File: config.mk
export PLATFORM = sky130hd
export DESIGN_NAME = wb_select_stage
export DESIGN_NICKNAME = d
export VERILOG_FILES = /design/src/rtl/mips_pkg.sv /design/src/rtl/load_extend.sv /design/src/rtl/wb_select_stage.sv
export SDC_FILE = /design/constraint.sdc
export NUM_CORES = 1
export LEC_CHECK = 0
export BUFFER_PORTS_ARGS = -buffer_cell sky130_fd_sc_hd__buf_2
export CAP_MARGIN = 10
export CORE_ASPECT_RATIO = 0.6
export CORE_MARGIN = 5
export CORE_UTILIZATION = 41
export DETAILED_ROUTE_END_ITERATION = 10
export GPL_ROUTABILITY_DRIVEN = 0
export PLACE_DENSITY = 0.78
export SLEW_MARGIN = 20
export SYNTH_ARGS = -nofsm -noshare
export SYNTH_HDL_FRONTEND = slang
export SYNTH_SLANG_ARGS = --single-unit
File: constraint.sdc
create_clock -name clk -period 0.85 [get_ports clk]
set_clock_uncertainty 0.05 [all_clocks]
set_input_delay 0.1275 -clock clk [delete_from_list [all_inputs] [get_ports clk]]
set_output_delay 0.1275 -clock clk [all_outputs]
set_load 0.02 [all_outputs]
File: src/rtl/mips_pkg.sv
// mips_pkg: shared writeback-select and load-size encodings for the MIPS pipeline
package mips_pkg;
  localparam logic [1:0] WB_ALU  = 2'b00;
  localparam logic [1:0] WB_MEM  = 2'b01;
  localparam logic [1:0] WB_LINK = 2'b10;
  localparam logic [1:0] WB_ILL  = 2'b11;
  localparam logic [1:0] SZ_WORD = 2'b00;
  localparam logic [1:0] SZ_HALF = 2'b01;
  localparam logic [1:0] SZ_BYTE = 2'b10;
  localparam int DEF_LINK_REG = 31;
endpackage

File: src/rtl/load_extend.sv
// load_extend: picks the byte/half lane of a loaded word and sign- or zero-extends it
module load_extend
  import mips_pkg::*;
#(
  parameter int DATA_W = 32
) (
  input  logic [DATA_W-1:0] rdata,
  input  logic [1:0]        size,
  input  logic              uns,
  input  logic [1:0]        addr_lo,
  output logic [DATA_W-1:0] data
);
  logic [7:0]  b;
  logic [15:0] h;
  // lane select, then extend; addr_lo[0] is irrelevant for halves
  always_comb begin
    b = addr_lo == 2'd0 ? rdata[7:0] : addr_lo == 2'd1 ? rdata[15:8] :
        addr_lo == 2'd2 ? rdata[23:16] : rdata[31:24];
    h = addr_lo[1] ? rdata[31:16] : rdata[15:0];
    data = size == SZ_BYTE ? {{(DATA_W-8){~uns & b[7]}}, b} :
           size == SZ_HALF ? {{(DATA_W-16){~uns & h[15]}}, h} : rdata;
  end
endmodule

File: src/rtl/wb_select_stage.sv
// wb_select_stage: registered MEM/WB writeback select; WB_SEL_ERR_CNT_EN adds a saturating illegal-select counter
module wb_select_stage
  import mips_pkg::*;
#(
  parameter int DATA_W     = 32,
  parameter int REG_ADDR_W = 5,
  parameter int LINK_REG   = DEF_LINK_REG,
  parameter int ERR_CNT_W  = 8
) (
  input  logic                  clk,
  input  logic                  rst_n,
  input  logic                  in_valid,
  input  logic [DATA_W-1:0]     alu_result,
  input  logic [DATA_W-1:0]     mem_rdata,
  input  logic [DATA_W-1:0]     pc_plus4,
  input  logic [1:0]            wb_sel,
  input  logic [1:0]            mem_size,
  input  logic                  mem_unsigned,
  input  logic [1:0]            addr_lo,
  input  logic                  is_jal,
  input  logic [REG_ADDR_W-1:0] rd_in,
  input  logic                  reg_write,
  input  logic                  stall,
  input  logic                  flush,
  output logic                  wb_valid,
  output logic [DATA_W-1:0]     wb_data,
  output logic [REG_ADDR_W-1:0] wb_rd,
  output logic                  wb_we,
  output logic                  sel_err,
  output logic [ERR_CNT_W-1:0]  err_cnt
);
  localparam logic [REG_ADDR_W-1:0] LINK = REG_ADDR_W'(LINK_REG);
  logic [DATA_W-1:0]     ld_data, nxt_data;
  logic [REG_ADDR_W-1:0] nxt_rd;
  logic                  nxt_we, ill, load;
  load_extend #(.DATA_W(DATA_W)) u_ext (
    .rdata(mem_rdata), .size(mem_size), .uns(mem_unsigned), .addr_lo(addr_lo), .data(ld_data)
  );
  // next-state values for a normal load
  always_comb begin
    nxt_data = wb_sel == WB_ALU ? alu_result : wb_sel == WB_MEM ? ld_data :
               wb_sel == WB_LINK ? pc_plus4 : '0;
    nxt_rd = (wb_sel == WB_LINK && is_jal) ? LINK : rd_in;
    nxt_we = in_valid & reg_write & (wb_sel != WB_ILL) & (nxt_rd != '0);
    load = ~flush & ~stall;
    ill = load & in_valid & (wb_sel == WB_ILL);
  end
  // stage register: flush kills valid/we, stall holds everything
  always_ff @(posedge clk or negedge rst_n) begin
    if (!rst_n) begin
      wb_valid <= 1'b0;
      wb_data  <= '0;
      wb_rd    <= '0;
      wb_we    <= 1'b0;
      sel_err  <= 1'b0;
    end else if (flush) begin
      wb_valid <= 1'b0;
      wb_we    <= 1'b0;
    end else if (!stall) begin
      wb_valid <= in_valid;
      wb_data  <= nxt_data;
      wb_rd    <= nxt_rd;
      wb_we    <= nxt_we;
      if (ill) sel_err <= 1'b1;
    end
  end
`ifdef WB_SEL_ERR_CNT_EN
  // saturating count of illegal selects that reach the stage
  always_ff @(posedge clk or negedge rst_n) begin
    if (!rst_n) err_cnt <= '0;
    else if (ill && !(&err_cnt)) err_cnt <= err_cnt + 1'b1;
  end
`else
  assign err_cnt = '0;
`endif
endmodule

==> key figures <==
GRT
  – Largest net degree at the start of global routing: 41
  – Initial antenna violation count: 0
  – Vias in the first global route: 3784
  – First-pass GRT wire length: 20100 µm
  – Overflow after GRT: 0
  – Overall global routing resource usage: 28.9%

Yosys
  – Netlist cell types: 51
  – Synth warn: 0
  – Fraction of the yosys area taken by sequential cells: 33.8%
  – Netlist Area Pre-Place: 2960 µm²
  – Post-synth EDFFs: 0
  – Ys flop type: dfrtp_1
  – Avg Cell Area, Syn: 9.55 µm²
  – FF+latch count, synth: 40
  – Post-synth ARST share: 100%
  – Gate Count Post-Synth: 310

Setup path
  – CP endpoint kind: register
  – CP max stage delay: 0.36 ns
  – CP Data Required Time: 0.95 ns
  – CP Class: in -> reg
  – Worst path arrival time: 1.28 ns
  – Crit path launch type: primary input
  – Crit-path cells: buf_12 -> mux2i_4 -> o22ai_4 -> buf_6 -> nor2_1 -> o41ai_4
  – Worst path slowest cell: mux2i_4
  – Reg2reg setup slack: -0.17 ns
  – CP Max Fanout: 4

Finish
  – Cell area after layout: 5700 µm²
  – Multi-input gate area: 2190 µm²
  – Layout cell share with drive strength beyond 1: 64.0%
  – Register area: 1000 µm²
  – ANT cells: 0
  – Area delta synth->final: 92.6%
  – Commonest non-fill, non-tap cells in the layout: buf_2 (105), buf_4 (85), buf_6 (62), dfrtp_1 (40), mux2i_1 (35)
  – Commonest non-fill, non-tap cell in the layout: buf_2
  – Final net count: 678
  – Fill cells: 400
  – Final Core Density: 79.8%

Timing
  – Slew Limit Fails: 0
  – Final min period: 1.18 ns
  – Final hold violation count: 0
  – Highest clock rate: 849 MHz
  – Setup-failing EPs final: 76
  – Period utilization: 139%
  – RSZ-0062 raised after global routing: yes
  – WHS: 0.0146 ns
  – Final worst slack: -0.329 ns

Clocking
  – Root buffer cell: clkbuf_16
  – H-tree Lvls: 2
  – Worst-path clk slew: 0.06 ns
  – Clock buffer depth: 2
  – CTS sink cnt: 40
  – Clock latency at the later pin of the worst-skew pair: 0.28 ns
  – Total clock buffers created by CTS: 5
  – TritonCTS clock tree: built

Drt
  – DRT Pass-1 Iters: 5
  – Vias per inst: 6.04
  – # DRC: 0
  – Via count: 3959
  – Routed Antenna Nets: 0
  – Routed Wire Length: 15100 µm
  – Post-DR wirelength/cell: 23.1 µm
  – Initial DRC count: 355

Die
  – Total core area: 7150 µm²
  – Die area: 9080 µm²
  – Top-level I/O count: 163
  – DIE WIDTH: 120 µm
  – Std-Cell Rows: 24
  – Die Height: 75.8 µm
  – Initial Utilization: 41.4%

Place
  – Placed cell areas: 4340 µm²
  – Hpwl dp: 9160 µm
  – PortBufs: 154

Worst hold path
  – Hold Path Class: in -> reg

Pwr
  – Static leakage: 0.00274 µW
  – Pwr Density: 1390 nW/µm²
  – Pwr Total: 7930 µW
  – VDD IR-drop max: 848 µV

Status
  – Status: complete, but fails checks
  – Failing checks: negative setup slack

Run
  – MaxCap Viol Count: 0
## repair_timing
item	CTS	global route
resized for setup	156	45
setup buffers	21	26
setup endpoints to repair	78	79
hold buffers	1	0
gates cloned	1	2
pin swaps	25	22
endpoints found under the hold margin	40	0
## through the flow
stage | TNS [ns] | worst slack, ns | instances
2_1_floorplan | -12.10 | -0.474 | 317
3_3_place_gp | -21.61 | -0.765 | 597
3_5_place_dp | -23.81 | -0.877 | 597
4_1_cts | -11.66 | -0.250 | 628
5_1_grt | -16.35 | -0.353 | 655
6_report | -14.58 | -0.329 | 655
## layout make-up
cell class | instances | area share [%]
repair buffers | 271 | 39.1
multi-input cells | 240 | 38.4
flip-flops and latches | 40 | 17.6
clock buffers | 6 | 2.44
well taps | 91 | 2.00
inverters | 5 | 0.373
clock inverters | 2 | 0.176
## worst paths after layout
path	startpoint	to	cells past startpoint
worst min-delay path	rd_in[4]	wb_rd[4]	2
worst max-delay path	addr_lo[1]	wb_data[23]	6
worst min register to register	wb_data[5]	wb_data[5]	2
max in group asynchronous	rst_n	wb_data[19]	3
min in group asynchronous	rst_n	wb_data[30]	3
worst max register to register	wb_data[23]	wb_data[23]	2
## flip-flops by register name, indices dropped and copies added (netlist names)
signal    flops
wb_data      32
wb_rd         5
sel_err       1
wb_valid      1
wb_we         1
## synthesized netlist by cell type (5+ instances only)
cell type  number  area share [%]
dfrtp_1        40              34
nand2_1        36             4.6
mux2i_1        35              12
nor2_1         35             4.4
o221ai_1       20             5.9
a21oi_1        13             2.2
buf_2          12             2.0
buf_4          11             2.8
o221ai_2       11             5.6
nand2b_1        8             1.7
a221o_1         7             2.4
clkbuf_1        7            0.89
a22oi_1         6             1.5
o22a_1          6             1.8
a2bb2oi_1       5             1.5
inv_1           5            0.63
## where the power goes
group	total [µW]	internal (µW)	switching (µW)	leakage, µW
sequential	2410	2180	237	0.000498
clock	1940	1160	778	0.0000766
combinational	3580	1870	1710	0.00217
total	7930	5200	2720	0.00274
## worst max-delay path, delay by kind of cell
kind	cells	cell delay [ns]
muxes	1	0.36
buffers and inverters	2	0.25
AOI/OAI and AO/OA	2	0.26
and+or+nand+nor	1	0.27
## metal layers
metal	global-route usage (%)	up-vias	part of all wire (%)
met3	7.94	71	12
met2	47.5	332	44
li1	-	1674	-
met5	0	-	0
met1	36.6	1882	39
met4	12.4	0	4.5
## kinds of logic (layout without fill, tap and decap cells)
kind of cell,after synthesis,count (layout),synth area share [%]
DFF,40,40,33.8
and+or+nand+nor,98,98,14.8
AOI/OAI and AO/OA,93,94,28.7
buffers and inverters,38,284,7.23
xor gates and xnor gates,1,1,0.550
muxes,39,39,14.9
other,1,8,0.127
Power figures use the tool's default switching activity.
